[config.mk]
export PLATFORM = sky130hd
export DESIGN_NAME = serial_to_parallel_rx
export DESIGN_NICKNAME = d
export VERILOG_FILES = /design/src/rtl/pcie_phy_pkg.sv /design/src/rtl/serial_to_parallel_rx.sv
export SDC_FILE = /design/constraint.sdc
export NUM_CORES = 1
export LEC_CHECK = 0
export CAP_MARGIN = 15
export CORE_MARGIN = 5
export CORE_UTILIZATION = 30
export DETAILED_ROUTE_END_ITERATION = 10
export MAX_ROUTING_LAYER = met4
export PLACE_DENSITY = 0.56
export SLEW_MARGIN = 15
export SYNTH_ARGS = -nofsm -noshare
export SYNTH_HDL_FRONTEND = slang
export SYNTH_SLANG_ARGS = --single-unit
export TNS_END_PERCENT = 10
[constraint.sdc]
create_clock -name clk -period 2.6 [get_ports clk]
set_input_delay 0.65 -clock clk [delete_from_list [all_inputs] [get_ports clk]]
set_output_delay 0.65 -clock clk [all_outputs]
set_load 0.05 [all_outputs]
[src/rtl/pcie_phy_pkg.sv]
// Shared constants and types for the PCIe physical-layer lane model.
package pcie_phy_pkg;

    // Alignment / idle symbol.
    localparam logic [7:0] COM_SYM = 8'hBC;

    // Default number of consecutive aligned COM bytes needed to go ACTIVE.
    localparam int unsigned COM_COUNT_DEFAULT = 4;

    // Width of the COM run counter (covers 1..15).
    localparam int unsigned COM_CNT_W = 4;

    // Width of the in-byte bit counter.
    localparam int unsigned BIT_CNT_W = 3;

    // Receive deserializer states.
    typedef enum logic [1:0] {
        SEARCH = 2'd0,
        ALIGN  = 2'd1,
        ACTIVE = 2'd2
    } rx_state_e;

endpackage

[src/rtl/serial_to_parallel_rx.sv]
// MSB-first serial-to-parallel receiver that locks byte alignment on a run of COM symbols.
module serial_to_parallel_rx
    import pcie_phy_pkg::*;
#(
    parameter logic [7:0]  COM       = COM_SYM,
    parameter int unsigned COM_COUNT = COM_COUNT_DEFAULT
) (
    input  logic       clk,
    input  logic       reset,
    input  logic       serial_in,
    output logic [7:0] data_out,
    output logic       valid_out,
    output logic       byte_strobe,
    output logic       active
);

    localparam logic [COM_CNT_W-1:0] COM_TARGET = COM_CNT_W'(COM_COUNT);
    localparam logic [BIT_CNT_W-1:0] BIT_LAST   = BIT_CNT_W'(7);

    rx_state_e              state_q, state_d;
    logic [7:0]             sr_q, sr_d;
    logic [BIT_CNT_W-1:0]   bit_cnt_q, bit_cnt_d;
    logic [COM_CNT_W-1:0]   com_cnt_q, com_cnt_d;
    logic [7:0]             data_q, data_d;
    logic                   valid_q, valid_d;
    logic                   strobe_q, strobe_d;
    logic                   active_q, active_d;

    logic [7:0]             nxt;
    logic                   is_com;
    logic                   boundary;

    // State and output registers; reset clears everything immediately.
    always_ff @(posedge clk or posedge reset) begin
        if (reset) begin
            state_q   <= SEARCH;
            sr_q      <= 8'h00;
            bit_cnt_q <= '0;
            com_cnt_q <= '0;
            data_q    <= 8'h00;
            valid_q   <= 1'b0;
            strobe_q  <= 1'b0;
            active_q  <= 1'b0;
        end else begin
            state_q   <= state_d;
            sr_q      <= sr_d;
            bit_cnt_q <= bit_cnt_d;
            com_cnt_q <= com_cnt_d;
            data_q    <= data_d;
            valid_q   <= valid_d;
            strobe_q  <= strobe_d;
            active_q  <= active_d;
        end
    end

    // Alignment search, COM run counting and byte emission.
    always_comb begin
        nxt       = {sr_q[6:0], serial_in};
        is_com    = (nxt == COM);
        boundary  = (bit_cnt_q == BIT_LAST);

        state_d   = state_q;
        sr_d      = nxt;
        bit_cnt_d = bit_cnt_q + BIT_CNT_W'(1);
        com_cnt_d = com_cnt_q;
        data_d    = data_q;
        valid_d   = valid_q;
        strobe_d  = 1'b0;

        unique case (state_q)
            SEARCH: begin
                // Sliding bit-granular match; the counter restarts on the matching edge.
                bit_cnt_d = '0;
                com_cnt_d = '0;
                if (is_com) begin
                    com_cnt_d = COM_CNT_W'(1);
                    state_d   = (COM_COUNT == 1) ? ACTIVE : ALIGN;
                end
            end
            ALIGN: begin
                if (boundary) begin
                    if (is_com) begin
                        com_cnt_d = com_cnt_q + COM_CNT_W'(1);
                        if (com_cnt_d == COM_TARGET) begin
                            state_d = ACTIVE;
                        end
                    end else begin
                        // Drop alignment; sr keeps the bits so a straddling COM is still found.
                        com_cnt_d = '0;
                        state_d   = SEARCH;
                    end
                end
            end
            ACTIVE: begin
                if (boundary) begin
                    data_d   = nxt;
                    strobe_d = 1'b1;
                    valid_d  = !is_com;
                end
            end
            default: begin
                state_d = SEARCH;
            end
        endcase

        active_d = (state_d == ACTIVE);
    end

    assign data_out    = data_q;
    assign valid_out   = valid_q;
    assign byte_strobe = strobe_q;
    assign active      = active_q;

endmodule

==> run summary, run 1 <==
After synthesis, the largest family of logic cells by area is simple AND/OR/NAND/NOR gates. After detailed routing, the number of remaining DRC violations is 0. The area of the die is about 0.0050 sq mm. The number of buffers inserted by post-CTS setup repair came out at 0. Of the total synthesized cell area, the portion taken by AND, OR, NAND and NOR gates is 12.81%. The number of DRC markers in iteration 0 came out at 24. The average vias per placed instance is roughly 4.4. The per-instance average area after synthesis is 14.58 sq um.

Counting the buffers created by CTS gives 3. Measured against its own limit, the worst slew margin works out to 65.63%. The first-pass GRT wire length is 3153 um.

The signed area change from the synthesized netlist to the final layout came out at 20.25%. The period utilization is 81.11%. The total number of H-tree levels came out at 1. The post-synthesis cell count is 75.

The number of buffers inserted by hold repair at cts came out at 0. The number of port buffers came out at 13. The proportion of synthesized chip area in sequential cells is 61.78%. The maximum net fanout on the critical path came out at 2. The wire length on met3 came out at 58 um.

The final standard cell utilization of the core came out at a little over a third. The post-synthesis register bit count came out at 27. The maximum clock skew at final layout is 0.004090 ns. The most used flip-flop cell after synthesis is dfrtp_1.

The routed design has 1728 um of wire. The CTS sink count came out at 27. The number of warnings issued by yosys came out at 0. The count of distinct cell types in the synthesized netlist came out at 27. Adding up every negative setup slack in the final design gives 0 ns. The global placement routability congestion came out at around 0.85. The data required time at the worst endpoint came out at a little under 2 ns. In this run, the combinational gates consume just over 8% of the power.

The minimum setup slack in the final design came out at approximately 0.5 ns. Ranked by instance count, the synthesized netlist is headed by 27 x dfrtp_1, 7 x mux2_4, 5 x inv_1. The category of the critical setup timing path is register to primary output.

The diode insertion count for antenna repair is 0. The via count of the first global-routing pass is 659. The number of antenna violations at the first check in global routing is 0. The cell-internal power is 561.7 uW.

The worst path buffer plus inverter count came out at 1. For this run, the top clock speed supported by timing is around 470 MHz. In this run the deepest clock path goes through 2 buffers. The actual transition at the worst max-transition pin came out at between 0.5 and 0.6 ns. Global routing used 8.362% of the available tracks. STA classifies the critical path endpoint as a primary output.

The initial cell density of the core came out at between 30% and 40%. The buffer type at the clock tree root is clkbuf_8. The top-area cell type share of the netlist area came out at between 60% and 70%. Data on the critical path arrives at its endpoint at approximately 1.5 ns. The highest metal layer with signal wires is met4. The fraction of the mapped netlist area in compound gates is 6.751%. The total power of the final layout came out at between 700 and 800 uW. Setup repair after global routing left no endpoint under its margin.

The overall via count from detail_route came out at 614. The worst-case hold slack is 0.3965 ns. The leading cell type by number of instances after synthesis is dfrtp_1. Broken down by cell family, the worst path's largest delay share belongs to buffers and inverters. The fraction of final layout cells with drive strength greater than 1 is around a fifth. The biggest area consumer among synthesized cells is dfrtp_1. The sequential share of power is around 60%. The number of top-level pins came out at 14.

The reported max-cap violation count is 0. The hold violation total from the final report is 0. In this run the vertical extent of the chip is between 70 and 80 um.

The total area inside the core boundary comes to 0.003606 sq mm. The power per standard cell area came out at 554.8 mW/mm^2. Before CTS, the worst setup slack after placement is 0.6460 ns.

The maximum single-stage delay on the critical path is 0.82 ns. The synthesized cell area is 0.001094 sq mm. The clock-pin slew on the worst setup and hold paths is approximately 0.090 ns. The estimated wirelength of the detail-placed design is 1245 um.

The cell type of the slowest stage on the worst timing path is clkdlybuf4s50_1. The total net switching power came out at roughly 170 uW. The final layout contains 98 nets. Summed over all nets, wire length on met2 after detailed routing comes to about 800 um. Across the VDD grid, the largest voltage drop is about 270 uV. The total nets after synthesis came out at 81. The flow ran to the end, and the final reports show no timing, DRC or antenna violations. The count of final setup violators came out at 0. TritonCTS built the clock tree. The iteration count of the initial detailed-routing pass came out at 4. The time the final worst path needs with I/O delays and setup is 2.109 ns.

The total of cells resized after clock tree synthesis is 0. In this run the remaining antenna-violating nets after routing total 0. Yosys attributes the largest share of cell area to dfrtp_1 62%, mux2_4 9.6%, ha_1 3.4%. The signal on the critical path passes through clkdlybuf4s50_1. The fraction of synthesized area in multiplexers came out at between 10% and 20%. Of the total synthesized cell area, the portion taken by XOR and XNOR cells is 0.8009%. The proportion of register bits with asynchronous set or reset after synthesis is 100.0%. The class of the tightest hold or removal check is register to register. The synthesized netlist devotes 3.432% of its cell area to adder and majority cells.

The static leakage is 0.0005980 uW. The number of synthesized flops with an enable pin came out at 0. The final number of max-transition violations came out at 0. The type of element launching the critical path is a register. The width of the die is 70.38 um. The clock network is responsible for between 30% and 40% of the overall power.

The floorplan has 22 rows. After detailed routing, the wire length on met1 is 836 um. The insertion delay to the later sink of the worst-skew pair is 0.27 ns. The reg2reg setup slack is 1.04 ns. The fraction of power spent switching nets is 23.01%. The per-cell routed wire length came out at ~12 um.

The global route total overflow is 0. The maximum number of pins on one net before global-route repair came out at 28.
-- power by group through the flow --
stage	logic, uW	clock network [uW]	registers (uW)
floorplan	16.5	0	468
global placement	60.2	0	447
detailed placement	60.6	0	447
CTS	60.9	247	439
global route	63.6	256	441
finish	59.4	231	439
-- registers in the layout, summed over array words and instances, names as in the netlist --
name and cells:
state_q 2, sr_q 7, data_out 8, active 1, com_cnt_q 4, byte_strobe 1, valid_out 1, bit_cnt_q 3
-- final timing paths --
check                             startpoint           end  depth (start not counted)
max in group asynchronous              reset  bit_cnt_q[0]                          3
worst max register to register  bit_cnt_q[0]  com_cnt_q[2]                          5
min in group asynchronous              reset   data_out[3]                          3
worst max-delay path             data_out[2]   data_out[2]                          1
worst min register to register       sr_q[1]       sr_q[2]                          0
worst min-delay path                 sr_q[1]       sr_q[2]                          0
-- cell type report --
cell class / count / area [sq um]
inverter: 5 / 18.77
clock buffer: 3 / 41.29
timing repair buffer: 14 / 137.6
sequential: 27 / 675.6
multi-input combinational: 41 / 376.6
clock inverter: 1 / 5.005
tap: 48 / 60.06
fill: 355 / 2291
-- worst reg2reg max path: stages (launching register included) --
cell	delay (ns)
dfrtp_1	0.39
ha_1	0.20
ha_1	0.25
nor2b_1	0.24
o31ai_1	0.12
a32o_1	0.26
-- cells by family (layout without fill, tap and decap cells) --
group | count (synthesis) | in the layout
AND/OR/NAND/NOR | 19 | 19
buffers and inverters | 7 | 23
adder cells (fa/ha/maj) | 3 | 3
XOR/XNOR | 1 | 1
AO/OA/AOI/OAI | 10 | 10
multiplexers | 8 | 8
flip-flops | 27 | 27
-- metal layers --
layer	global-route usage, %	vias to the layer above
li1	-	295
met1	10.41	303
met2	12.68	12
met3	2.590	4
met4	3.191	0
met5	-	-
-- per-stage QoR --
stage | instance area [sq um] | cells
after global routing | 1315 | 139
after floorplan | 1094 | 75
after global placement | 1269 | 135
after detailed placement | 1269 | 135
final | 1315 | 139
after CTS | 1315 | 139
-- layout by cell type, fill, tap and decap left out --
cell type	synthesis	routed
dfrtp_1	27	27
clkdlybuf4s50_1	0	13
mux2_4	7	7
inv_1	5	5
nor2b_1	3	3
nor2_1	3	3
ha_1	3	3
clkbuf_8	0	3
o21ai_0	2	2
o2bb2ai_1	2	2
nand2b_1	2	2
o22ai_1	2	2
a32o_1	2	2
nand3b_4	1	1
and4b_1	1	1
and4bb_2	1	1
and2_1	1	1
nand2_1	1	1
or2_4	1	1
nand3_1	1	1
xor2_1	1	1
and2b_1	1	1
nand4_1	1	1
nand4bb_1	1	1
a31oi_1	1	1
or2_2	1	1
mux2_2	1	1
o31ai_1	1	1
clkinv_2	0	1
buf_4	0	1
Note: power is estimated with default switching activity, not from simulation.
==> run 2, diff against run 1 <==
clock period = 1.99 ns   (was 2.6 ns; I/O delays follow)
==> run 2 against run 1 <==
Net effect:
- critical path depth stayed put
- wire length is 3.8% higher
- total power is 32% higher
- clock skew is 0.0078 ns higher
- final cell count stayed put
- die area stayed put
==> run summary, run 2 (same netlist as run 1, synthesis figures left out) <==
The reported max-cap violation count came out at 0. The die covers 0.004953 sq mm. The number of antenna violations at the first check in global routing came out at 0. The minimum setup slack in the final design came out at a little under 0.09 ns. The clock-pin slew on the worst setup and hold paths came out at about 0.1 ns. The setup slack after placement came out at 0.1774 ns.

The iteration count of the initial detailed-routing pass is 3. The diode insertion count for antenna repair is 0. The via count of the first global-routing pass is about 640.

Of all nets on the critical path, the largest fanout is 1. The time the final worst path needs with I/O delays and setup came out at 1.903 ns. The placed standard-cell area came out at 0.001244 sq mm. The initial cell density of the core came out at 30.33%. The maximum number of pins on one net before global-route repair came out at 28. The number of nets in the finished design came out at 98. The number of top-level pins came out at 14.

In this run the number of H-tree levels came out at 1. TritonCTS built the clock tree. Setup repair after global routing left no endpoint under its margin. The signal on the critical path passes through clkdlybuf4s50_1. The width of the die is between 70 and 80 um.

The buffer type at the clock tree root is clkbuf_8. For this design the static power due to leakage is 0.0006008 uW. The number of placement rows is 22. On the critical path the largest part of the delay comes from buffers and inverters. The signed area change from the synthesized netlist to the final layout came out at 18.19%. The overall via count from detail_route came out at 610. The final sum of negative setup slack came out at 0 ns. The average vias per placed instance came out at roughly 4.4. For this run, the total global-route usage over all layers was measured as 8.586%. Of the total power, the share spent switching nets is 23.74%. The fraction of power consumed by combinational cells is 7.8%. The first-pass GRT wire length is 3194 um.

The area of the placeable core is 0.003606 sq mm. The data required time at the worst endpoint came out at 1.49 ns. The internal power of the cells totals between 700 and 800 uW. The floorplan step set the die height to 70.38 um.

The final number of max-transition violations came out at 0. The fraction of final layout cells with drive strength greater than 1 came out at 29.67%. In this run the worst hold path is classified as register to register. The number of DRC markers in iteration 0 is 41. The global placement routability congestion is roughly 0.85.

The worst-case IR drop observed on VDD is about 300 uV. The capturing element type of the critical path is a primary output. The DRC violation count after routing is 0. The flow ran to the end, and the final reports show no timing, DRC or antenna violations. Power spread over the standard cell area amounts to 743.5 mW/mm^2. The maximum clock path buffer count came out at 2. The worst-case hold slack is 0.3881 ns.

The final instance area came out at 0.001292 sq mm. The category of the critical setup timing path is register to primary output. The global route total overflow is 0. The top cell types in the final layout, fill and taps aside, are 27 x dfrtp_1, 11 x buf_4, 7 x mux2_4.

The estimated wirelength of the detail-placed design came out at about 1300 um. Post-CTS repair changed the size of 0 cells. The per-cell routed wire length is 12.91 um. Together, buffers and inverters on the worst path number 1.

In this design, the stage delay of the slowest critical-path cell is 0.79 ns. The CTS sink count is 27. The worst relative slew slack came out at 67.25%. The maximum clock skew at final layout came out at 0.01190 ns. The slowest stage of the critical path belongs to the cell clkdlybuf4s50_1. The hold violation total from the final report was 0. The type of element launching the critical path is a register. Leaving out fill and tap cells, the most frequent cell in the layout is dfrtp_1. Static timing analysis puts the maximum clock frequency at 525.6 MHz. The critical path data arrival time is 1.41 ns. Setup violations remaining at the end of the flow were counted as 0.

The number of port buffers is 13. The number of buffers inserted by hold repair at cts came out at 0. Counting the buffers created by CTS gives 3. Once the clock tree was built, the setup fixing pass inserted 0 buffers. The sequential share of power came out at 59.8%. The total net switching power is ~230 uW.

The period utilization is about 96%. Of the total power, the clock network draws 32.4%. The actual transition at the worst max-transition pin is slightly below 0.5 ns. For this block, the routed nets add up to approximately 1800 um of wire. Once detail routing completed, the nets flagged for antenna violations numbered 0.

The insertion delay to the later sink of the worst-skew pair is approximately 0.28 ns. The final standard cell utilization of the core is 35.84%. The number of flip-flops under the largest register name is 8.
[run 2: cell count changes in the layout (fill, tap and decap cells not counted)]
| cell | before | now |
|---|---|---|
| buf_4 | 1 | 11 |
| clkdlybuf4s50_1 | 13 | 3 |
| clkinv_2 | 1 | 0 |
| clkinvlp_4 | 0 | 1 |
[run 2: per-stage QoR]
step | instances | power [uW]
2_1_floorplan | 75 | 633.4
3_3_place_gp | 135 | 660.2
3_5_place_dp | 135 | 662.0
4_1_cts | 139 | 976.1
5_1_grt | 139 | 1004
6_report | 139 | 961.0
[run 2: final cells by class]
| cell class | count | area (sq um) |
|---|---|---|
| fillers | 352 | 2313 |
| inverters | 5 | 18.77 |
| well taps | 48 | 60.06 |
| clock buffers | 3 | 41.29 |
| repair buffers | 14 | 112.6 |
| flip-flops and latches | 27 | 675.6 |
| multi-input cells | 41 | 376.6 |
| clock inverters | 1 | 7.507 |
[run 2: power by group through the flow]
stage,logic [uW],clock network (uW),registers (uW)
after CTS,76.6,324,575
after detailed placement,76.4,0,586
after global routing,80.3,347,577
final,74.9,312,575
after floorplan,21.5,0,612
after global placement,75.6,0,585
[run 2: worst register-to-register path, stage by stage (launching register included)]
cell and delay [ns]:
dfrtp_1 0.39, ha_1 0.20, ha_1 0.24, nand3b_4 0.21, mux2_2 0.36
[run 2: final timing paths]
kind / start / to / slack [ns] / cells past startpoint
max: byte_strobe / byte_strobe / 0.09 / 1
min: sr_q[1] / sr_q[2] / 0.39 / 0
max reg2reg: bit_cnt_q[0] / data_out[6] / 0.49 / 4
min reg2reg: sr_q[1] / sr_q[2] / 0.39 / 0
max in group asynchronous: reset / data_out[5] / 1.15 / 3
min in group asynchronous: reset / sr_q[3] / 0.57 / 3
[run 2: per-layer routing]
layer | part of all wire (%) | global-route usage, %
met2 | 47 | 12.06
met5 | 0 | -
met3 | 3.2 | 2.734
met4 | 2.5 | 4.468
met1 | 47 | 10.98
